[src/rtl/mem_port_arbiter_if.sv]
// Bundle of the fetch, load/store and memory-side signals of the shared memory port.
// master is the arbiter's view; slave is the view of the requesters plus the memory.
interface mem_port_arbiter_if;
    logic [31:0] imem_addr;
    logic [3:0]  imem_rmask;
    logic [31:0] imem_rdata;
    logic        imem_resp;

    logic [31:0] dmem_addr;
    logic [3:0]  dmem_rmask;
    logic [3:0]  dmem_wmask;
    logic [31:0] dmem_wdata;
    logic [31:0] dmem_rdata;
    logic        dmem_resp;

    logic [31:0] mem_addr;
    logic [3:0]  mem_rmask;
    logic [3:0]  mem_wmask;
    logic [31:0] mem_wdata;
    logic [31:0] mem_rdata;
    logic        mem_resp;

    modport master (
        input  imem_addr, imem_rmask,
        output imem_rdata, imem_resp,
        input  dmem_addr, dmem_rmask, dmem_wmask, dmem_wdata,
        output dmem_rdata, dmem_resp,
        output mem_addr, mem_rmask, mem_wmask, mem_wdata,
        input  mem_rdata, mem_resp
    );

    modport slave (
        output imem_addr, imem_rmask,
        input  imem_rdata, imem_resp,
        output dmem_addr, dmem_rmask, dmem_wmask, dmem_wdata,
        input  dmem_rdata, dmem_resp,
        input  mem_addr, mem_rmask, mem_wmask, mem_wdata,
        output mem_rdata, mem_resp
    );
endinterface

[src/rtl/mem_port_arbiter.sv]
// Round-robin arbiter sharing one single-ported memory between fetch and load/store.
// Request pulses are held in per-requester slots; one access is in flight at a time.
module mem_port_arbiter #(
    parameter int unsigned TIMEOUT = 1023
) (
    input  logic                 clk,
    input  logic                 rst,
    mem_port_arbiter_if.master   bus,
    output logic                 timeout_err
);

    typedef enum logic [1:0] {IDLE = 2'd0, ISSUE = 2'd1, WAIT = 2'd2} state_t;
    typedef enum logic {IMEM = 1'b0, DMEM = 1'b1} req_t;

    state_t      state, state_next;
    req_t        last_grant, grant_next;

    logic        i_pend, d_pend;
    logic [31:0] i_addr, d_addr, d_wdata;
    logic [3:0]  i_rmask, d_rmask, d_wmask;
    logic [31:0] addr_q, wdata_q;
    logic [3:0]  rmask_q, wmask_q;
    logic        i_req, d_req, done;

    always_comb begin
        i_req = (bus.imem_rmask != '0) && !i_pend;
        d_req = ((bus.dmem_rmask | bus.dmem_wmask) != '0) && !d_pend;
        done  = (state == WAIT) && bus.mem_resp;
    end

    always_ff @(posedge clk) begin
        if (rst) state <= IDLE;
        else     state <= state_next;
    end

    always_comb begin
        state_next = state;
        grant_next = last_grant;
        case (state)
            IDLE: if (i_pend || d_pend) begin
                state_next = ISSUE;
                if (i_pend && d_pend) grant_next = (last_grant == IMEM) ? DMEM : IMEM;
                else                  grant_next = d_pend ? DMEM : IMEM;
            end
            ISSUE:   state_next = WAIT;
            WAIT:    if (bus.mem_resp) state_next = IDLE;
            default: state_next = IDLE;
        endcase
    end

    // A slot stays pending while its access is in flight; it clears only on the response.
    always_ff @(posedge clk) begin
        if (rst) begin
            last_grant <= IMEM;
            i_pend <= 1'b0;  i_addr <= '0;  i_rmask <= '0;
            d_pend <= 1'b0;  d_addr <= '0;  d_rmask <= '0;  d_wmask <= '0;  d_wdata <= '0;
            addr_q <= '0;  wdata_q <= '0;  rmask_q <= '0;  wmask_q <= '0;
        end else begin
            last_grant <= grant_next;
            if (i_req) begin
                i_pend  <= 1'b1;
                i_addr  <= bus.imem_addr;
                i_rmask <= bus.imem_rmask;
            end else if (done && last_grant == IMEM) begin
                i_pend <= 1'b0;
            end
            if (d_req) begin
                d_pend  <= 1'b1;
                d_addr  <= bus.dmem_addr;
                d_rmask <= bus.dmem_rmask;
                d_wmask <= bus.dmem_wmask;
                d_wdata <= bus.dmem_wdata;
            end else if (done && last_grant == DMEM) begin
                d_pend <= 1'b0;
            end
            if (state == IDLE && state_next == ISSUE) begin
                if (grant_next == DMEM) begin
                    addr_q <= d_addr;  rmask_q <= d_rmask;  wmask_q <= d_wmask;  wdata_q <= d_wdata;
                end else begin
                    addr_q <= i_addr;  rmask_q <= i_rmask;  wmask_q <= '0;       wdata_q <= '0;
                end
            end
        end
    end

    always_comb begin
        bus.mem_addr   = addr_q;
        bus.mem_wdata  = wdata_q;
        bus.mem_rmask  = (state == ISSUE) ? rmask_q : '0;
        bus.mem_wmask  = (state == ISSUE) ? wmask_q : '0;
        bus.imem_resp  = done && (last_grant == IMEM);
        bus.dmem_resp  = done && (last_grant == DMEM);
        bus.imem_rdata = bus.imem_resp ? bus.mem_rdata : '0;
        bus.dmem_rdata = bus.dmem_resp ? bus.mem_rdata : '0;
    end

    if (TIMEOUT > 0) begin : g_timeout
        localparam int unsigned CW = $clog2(TIMEOUT + 1);
        localparam logic [CW-1:0] LIMIT = CW'(TIMEOUT);
        logic [CW-1:0] cnt;
        logic          err;

        // The flag is sticky; the counter saturates so it never wraps while waiting on.
        always_ff @(posedge clk) begin
            if (rst) begin
                cnt <= '0;
                err <= 1'b0;
            end else if (state == WAIT && !bus.mem_resp) begin
                if (cnt != LIMIT)                cnt <= cnt + CW'(1);
                if (cnt == LIMIT - CW'(1))       err <= 1'b1;
            end else begin
                cnt <= '0;
            end
        end

        always_comb timeout_err = err;
    end else begin : g_no_timeout
        always_comb timeout_err = 1'b0;
    end

endmodule

[src/flat_wrapper.sv]
// flat-port wrapper written by rule: the top's interface ports become plain ports
module mem_port_arbiter_flat 
#(
    parameter int unsigned TIMEOUT = 1023
)
  (clk, rst, timeout_err, bus_imem_addr, bus_imem_rmask, bus_imem_rdata, bus_imem_resp, bus_dmem_addr, bus_dmem_rmask, bus_dmem_wmask, bus_dmem_wdata, bus_dmem_rdata, bus_dmem_resp, bus_mem_addr, bus_mem_rmask, bus_mem_wmask, bus_mem_wdata, bus_mem_rdata, bus_mem_resp);
  mem_port_arbiter_if bus_i ();
  input  logic clk;
  input  logic rst;
  output logic timeout_err;
  input wire logic [$bits(bus_i.imem_addr)-1:0] bus_imem_addr;
  input wire logic [$bits(bus_i.imem_rmask)-1:0] bus_imem_rmask;
  output wire logic [$bits(bus_i.imem_rdata)-1:0] bus_imem_rdata;
  output wire logic [$bits(bus_i.imem_resp)-1:0] bus_imem_resp;
  input wire logic [$bits(bus_i.dmem_addr)-1:0] bus_dmem_addr;
  input wire logic [$bits(bus_i.dmem_rmask)-1:0] bus_dmem_rmask;
  input wire logic [$bits(bus_i.dmem_wmask)-1:0] bus_dmem_wmask;
  input wire logic [$bits(bus_i.dmem_wdata)-1:0] bus_dmem_wdata;
  output wire logic [$bits(bus_i.dmem_rdata)-1:0] bus_dmem_rdata;
  output wire logic [$bits(bus_i.dmem_resp)-1:0] bus_dmem_resp;
  output wire logic [$bits(bus_i.mem_addr)-1:0] bus_mem_addr;
  output wire logic [$bits(bus_i.mem_rmask)-1:0] bus_mem_rmask;
  output wire logic [$bits(bus_i.mem_wmask)-1:0] bus_mem_wmask;
  output wire logic [$bits(bus_i.mem_wdata)-1:0] bus_mem_wdata;
  input wire logic [$bits(bus_i.mem_rdata)-1:0] bus_mem_rdata;
  input wire logic [$bits(bus_i.mem_resp)-1:0] bus_mem_resp;
  assign bus_i.imem_addr = bus_imem_addr;
  assign bus_i.imem_rmask = bus_imem_rmask;
  assign bus_imem_rdata = bus_i.imem_rdata;
  assign bus_imem_resp = bus_i.imem_resp;
  assign bus_i.dmem_addr = bus_dmem_addr;
  assign bus_i.dmem_rmask = bus_dmem_rmask;
  assign bus_i.dmem_wmask = bus_dmem_wmask;
  assign bus_i.dmem_wdata = bus_dmem_wdata;
  assign bus_dmem_rdata = bus_i.dmem_rdata;
  assign bus_dmem_resp = bus_i.dmem_resp;
  assign bus_mem_addr = bus_i.mem_addr;
  assign bus_mem_rmask = bus_i.mem_rmask;
  assign bus_mem_wmask = bus_i.mem_wmask;
  assign bus_mem_wdata = bus_i.mem_wdata;
  assign bus_i.mem_rdata = bus_mem_rdata;
  assign bus_i.mem_resp = bus_mem_resp;
  mem_port_arbiter #(.TIMEOUT(TIMEOUT)) u_core (.clk(clk), .rst(rst), .bus(bus_i), .timeout_err(timeout_err));
endmodule
[config.mk]
export PLATFORM = sky130hd
export DESIGN_NAME = mem_port_arbiter_flat
export DESIGN_NICKNAME = d
export VERILOG_FILES = /design/src/rtl/mem_port_arbiter_if.sv /design/src/rtl/mem_port_arbiter.sv /design/src/flat_wrapper.sv
export SDC_FILE = /design/constraint.sdc
export NUM_CORES = 1
export LEC_CHECK = 0
export CORE_UTILIZATION = 40
export DETAILED_ROUTE_END_ITERATION = 16
export PLACE_DENSITY = 0.82
export SYNTH_ARGS = -nofsm -noshare
export SYNTH_HDL_FRONTEND = slang
export SYNTH_SLANG_ARGS = --single-unit
[constraint.sdc]
create_clock -name clk -period 1.63 [get_ports clk]
set_input_delay 0.163 -clock clk [delete_from_list [all_inputs] [get_ports clk]]
set_output_delay 0.163 -clock clk [all_outputs]
set_load 0.02 [all_outputs]
# After elaboration in Yosys (flattened, before gate mapping)
# Index checks and enable logic that the tools add are counted.
dict set report word_totals {
  ff_bits 196
  out_inout_bits 139
  in_bits 143
  wordCells 64
}
dict set report op_classes {
  n_eq_ne 5
  n_bitwise 3
  add_sub_neg 1
  reduce_logical 19
  n_mux 20
}
# op count
set op_table {}
lappend op_table {{$mux W32} 4}
lappend op_table {{$mux W4} 4}
lappend op_table {{$add A10 B1 Y10 const B} 1}
lappend op_table {{$eq A10 B10 Y1 const B} 1}
lappend op_table {{$ne A10 B10 Y1 const B} 1}
lappend op_table {{$mux W1} 9}
lappend op_table {{$logic_and A1 B1 Y1} 8}
lappend op_table {{$reduce_bool A4 Y1} 2}
lappend op_table {{$pmux W2 S3} 1}
lappend op_table {{$eq A2 B1 Y1 const B} 2}
lappend op_table {{$mux W2} 2}
lappend op_table {{$or A4 B4 Y4} 1}
lappend op_table {{$reduce_bool A2 Y1} 2}
lappend op_table {{$logic_not A1 Y1} 3}
lappend op_table {{$eq A2 B2 Y1 const B} 1}
lappend op_table {{$logic_not A2 Y1} 1}
lappend op_table {{$not A1 Y1} 2}
lappend op_table {{$reduce_and A2 Y1} 1}
lappend op_table {{$reduce_or A2 Y1} 1}
lappend op_table {{$logic_or A1 B1 Y1} 1}

# Depth between registers and ports, before layout
dict set report logic_depth {
  depth_word 5
  ltp_mapped 6
  mapped_depth_nobuf 5
}

# Worst setup path after synthesis
# Ideal clock, no wire load.
dict set report synth_timing {
  kind {register to output}
  startpoint {reg u_core.state[0]}
  endpoint {out bus_imem_rdata[22]}
  stages_incl_launch_ff 4
  path_buffers 1
  path_slack_ns -0.130
  arrival_ns 1.597
  t_required_ns 1.467
  cell_sequence {dfxtp_1 > nor4bb_1 > clkbuf_1 > and2_1}
}
dict set report synth_via {
  elab_chain_len 4
}
# item line_no
set synth_lines {}
lappend synth_lines {{start: declaration} mem_port_arbiter.sv:15} ;# state_t state, state_next;
lappend synth_lines {{start signal: assignment} mem_port_arbiter.sv:33} ;# else state <= state_next;
lappend synth_lines {{$eq A2 B2 Y1} mem_port_arbiter.sv:28} ;# done = (state == WAIT) && bus.mem_resp;
lappend synth_lines {{$logic_and A1 B1 Y1} mem_port_arbiter.sv:28}
lappend synth_lines {{$logic_and A1 B1 Y1} mem_port_arbiter.sv:91} ;# bus.imem_resp = done && (last_grant == IMEM);
lappend synth_lines {{net bus_imem_resp} flat_wrapper.sv:14} ;# output wire logic [$bits(bus_i.imem_resp)-1:0] bus_imem_resp;
lappend synth_lines {{$mux W32} mem_port_arbiter.sv:93} ;# bus.imem_rdata = bus.imem_resp ? bus.mem_rdata : '0;
lappend synth_lines {{end: declaration} flat_wrapper.sv:13} ;# output wire logic [$bits(bus_i.imem_rdata)-1:0] bus_imem_rdata;
# The timed path passes the listed nets, and every way through them passes these cells.

# Final worst setup path
dict set report layout_timing {
  startpoint {reg u_core.state[0]}
  endpoint {out bus_dmem_rdata[27]}
}
dict set report layout_via {
  elab_chain_len 4
}
# item line_no
set layout_lines {}
lappend layout_lines {{$eq A2 B2 Y1} mem_port_arbiter.sv:28}
lappend layout_lines {{$logic_and A1 B1 Y1} mem_port_arbiter.sv:28}
lappend layout_lines {{$logic_and A1 B1 Y1} mem_port_arbiter.sv:92} ;# bus.dmem_resp = done && (last_grant == DMEM);
lappend layout_lines {{$mux W32} mem_port_arbiter.sv:94} ;# bus.dmem_rdata = bus.dmem_resp ? bus.mem_rdata : '0;
lappend layout_lines {{end: declaration} flat_wrapper.sv:19} ;# output wire logic [$bits(bus_i.dmem_rdata)-1:0] bus_dmem_rdata;
# No other way between the ends.

==> reports/metrics.cfg <==
[finish]
area_growth_pct = 61.0
regArea_sq_um = 3940
final_cells = 1312
multi_input_area_sq_um = 3500
fill_cells = 1360
nNetsFinal = 1215
antennaDiodeCount = 0
drive_above_1_share_pct = 20.4
final_util_pct = 66.5
fin_area_sq_um = 12100

[synth]
yosysSeqAreaShare_pct = 52.2
synth_edf_count = 0
synth_area_leader_cell = dfxtp_1
synth_cells = 758
netlist_top_cells_count = 196 x dfxtp_1, 111 x mux2i_1, 86 x nor2_1
async_flop_share_pct = 0
synth_flop_cell = dfxtp_1
netlist.area_leader.share_pct = 52.2
syn_nets = 903
synth.ff_latch_count = 196
synth.distinct_cells = 40
synth_area_sq_um = 7510
synth_most_common_cell = dfxtp_1
yosysWarnings = 0
avgSynthCellArea_sq_um = 9.91
synthTopCellsByArea = dfxtp_1 52%, mux2i_1 15%, and2_1 6.1%

[pwr]
ir_drop_v = 0.000790
p_leak_nw = 5.28
finalPower_mw = 12.1
power_density_nw_per_um2 = 996

[die]
io_pins = 282
fp.dieW_um = 139
fp.coreArea_sq_um = 18200
start_util_pct = 41.3
die-area_sq_um = 19300
die-height_um = 139
rows = 49

[place]
post-place-ws_ns = -0.524
dp_cells = 1259
gp_congestion = 0.778
io_buffer_count = 281
dp_hpwl_mm = 15.3
dpl_cell_area_sq_um = 11000

[timing]
fmax_mhz = 544
slew_viol_final = 0
fin_crit_ns = 1.84
fin_ws_ns = -0.210
period_share_pct = 113
finalHoldViolCount = 0
clock_skew_ns = 0.0133
rsz0062_at_grt = true
setup_viol = 99
tightest_slew_ns = 0.934
holdWs_ns = 0.121
finalSetupTns_ns = -11.39
relSlewSlack_pct = 37.6

[critical_path]
crit_path_max_incr_delay_ns = 0.36
crit_fanout = 8
worst-path-buf-inv = 3
critical_path_class = flip-flop to output pin
rr_startpoint = u_core.state[0]
start_kind = flip-flop
arrival_ns = 1.68
r2r_end = u_core.bus.mem_addr[6]
cp_data_required_time_ns = 1.47
cp_num_cells = 5
crit_family = simple AND/OR/NAND/NOR gates
worst_path_max_delay_cell = dfxtp_4
endpoint_kind = output pin
cp_cell_sequence = and4b_2, clkbuf_16, buf_8, and2_4, buf_6
r2r_slack_ns = -0.09
r2r_cells = 9

[min_path]
worstHoldStart = rst
hp-class = primary input to flip-flop
hold_depth = 4
hold_path_end = u_core.g_timeout.cnt[7]

[grt]
grt_pass1_vias = 6562
grt_max_degree = 65
grt.total_usage_pct = 22.6
gr-total-overflow = 0
grt_first_pass_wirelength_mm = 34.5
antenna_found_initial = 0

[routing]
ant_nets = 0
num_vias = 6717
dr.pass1.iters = 12
drt_wl_total_mm = 23.7
drt_iter0_markers = 428
drt-vias-per-instance = 5.12
drc = 25
wl_per_cell_um = 18.1

[cts]
htreeDepth = 4
cts_buffer_depth = 2
clkSlewWorstSetupHoldPaths_ns = 0.07
cts_root_buf = clkbuf_16
cts_sinks = 196
cts_buffers = 17
cts_hold_buf = 0
cts_tree = built
clock_latency_ns = 0.43

[outcome]
failed_checks = design-rule violations, negative setup slack
status = complete, but fails checks

[job]
drv_cap = 0

[power breakdown]
part	switching [mW]	internal, mW	total [mW]	leakage, nW
registers	0.184	5.10	5.28	1.61
logic	1.08	1.29	2.38	3.38
clock network	1.93	2.47	4.39	0.298
total	3.19	8.86	12.1	5.28
[cell families (layout without fill, tap and decap cells)]
logic type                 Yosys count  count (layout)  synth area share [%]
xor gates and xnor gates             4               4                 0.466
buffers and inverters               64             388                  3.53
adders and majority gates            2               2                 0.333
muxes                              111             111                  14.8
AOI/OAI and AO/OA                  123             123                  12.2
and+or+nand+nor                    258             259                  16.5
DFF                                196             196                  52.2
[cell usage in the layout (no fill, tap or decap), types with 3 or more instances in the layout]
master | synthesis | layout
a21oi_1 | 34 | 33
a22o_1 | 36 | 36
a31oi_1 | 5 | 5
and2_1 | 73 | 50
and2_4 | 0 | 23
and3_1 | 3 | 3
buf_12 | 0 | 21
buf_4 | 0 | 63
buf_6 | 1 | 52
bufinv_16 | 0 | 3
clkbuf_16 | 0 | 21
clkdlybuf4s50_1 | 0 | 202
dfxtp_1 | 196 | 192
dfxtp_4 | 0 | 4
dlymetal6s2s_1 | 0 | 3
inv_1 | 6 | 6
inv_6 | 0 | 4
inv_8 | 0 | 3
mux2i_1 | 111 | 107
mux2i_2 | 0 | 4
nand2_1 | 69 | 68
nand3_1 | 6 | 6
nor2_1 | 86 | 84
nor3_1 | 4 | 4
nor4_1 | 3 | 3
o2bb2ai_1 | 36 | 36
xnor2_1 | 3 | 3
[registers in the layout, indices dropped and copies added, names as in the netlist]
name	cells
u_core.d_wmask	4
u_core.bus.mem_addr	32
u_core.g_timeout.cnt	10
u_core.i_rmask	4
u_core.d_pend	1
u_core.timeout_err	1
u_core.bus.mem_wdata	32
u_core.state	2
u_core.d_rmask	4
u_core.d_addr	32
u_core.rmask_q	4
u_core.i_pend	1
u_core.last_grant	1
u_core.d_wdata	32
u_core.wmask_q	4
u_core.i_addr	32
[final cells by class]
| type | instances | area share [%] |
|---|---|---|
| sequential | 196 | 32.5 |
| timing repair buffer | 350 | 30.8 |
| multi-input combinational | 499 | 29.0 |
| clock buffer | 18 | 3.55 |
| tap | 229 | 2.37 |
| clock inverter | 14 | 1.55 |
| inverter | 6 | 0.186 |
[metal layers]
| metal | track usage [%] | vias up | wire (um) |
|---|---|---|---|
| met2 | 40.8 | 241 | 12300 |
| met1 | 25.8 | 3195 | 9570 |
| met4 | 9.42 | 0 | 541 |
| met5 | 0 | - | 0 |
| li1 | - | 3244 | - |
| met3 | 4.83 | 37 | 1310 |
[tightest hold or removal path, delay by kind of cell]
kind | cells | cell delay [ns]
buffers and inverters | 1 | 0.10
AND/OR/NAND/NOR | 3 | 0.25
[what timing repair did]
action                                  in CTS  in global routing
gates resized for setup                    318                168
setup buffers                                4                 10
pin swaps                                    0                 20
gates cloned                                 3                  6
endpoints found under the setup margin     148                169
[worst max-delay path by stage]
stage	startpoint	endpoint	slack, ns
final	u_core.state[0]	bus_dmem_rdata[27]	-0.21
after global routing	u_core.state[0]	bus_dmem_rdata[17]	-0.26
after global placement	bus_mem_resp	bus_imem_rdata[31]	-0.45
after detailed placement	bus_mem_resp	bus_imem_rdata[15]	-0.52
after floorplan	u_core.state[0]	u_core.g_timeout.cnt[7]	0.003
after CTS	u_core.state[0]	bus_mem_rmask[2]	-0.21
Power figures use the tool's default switching activity.
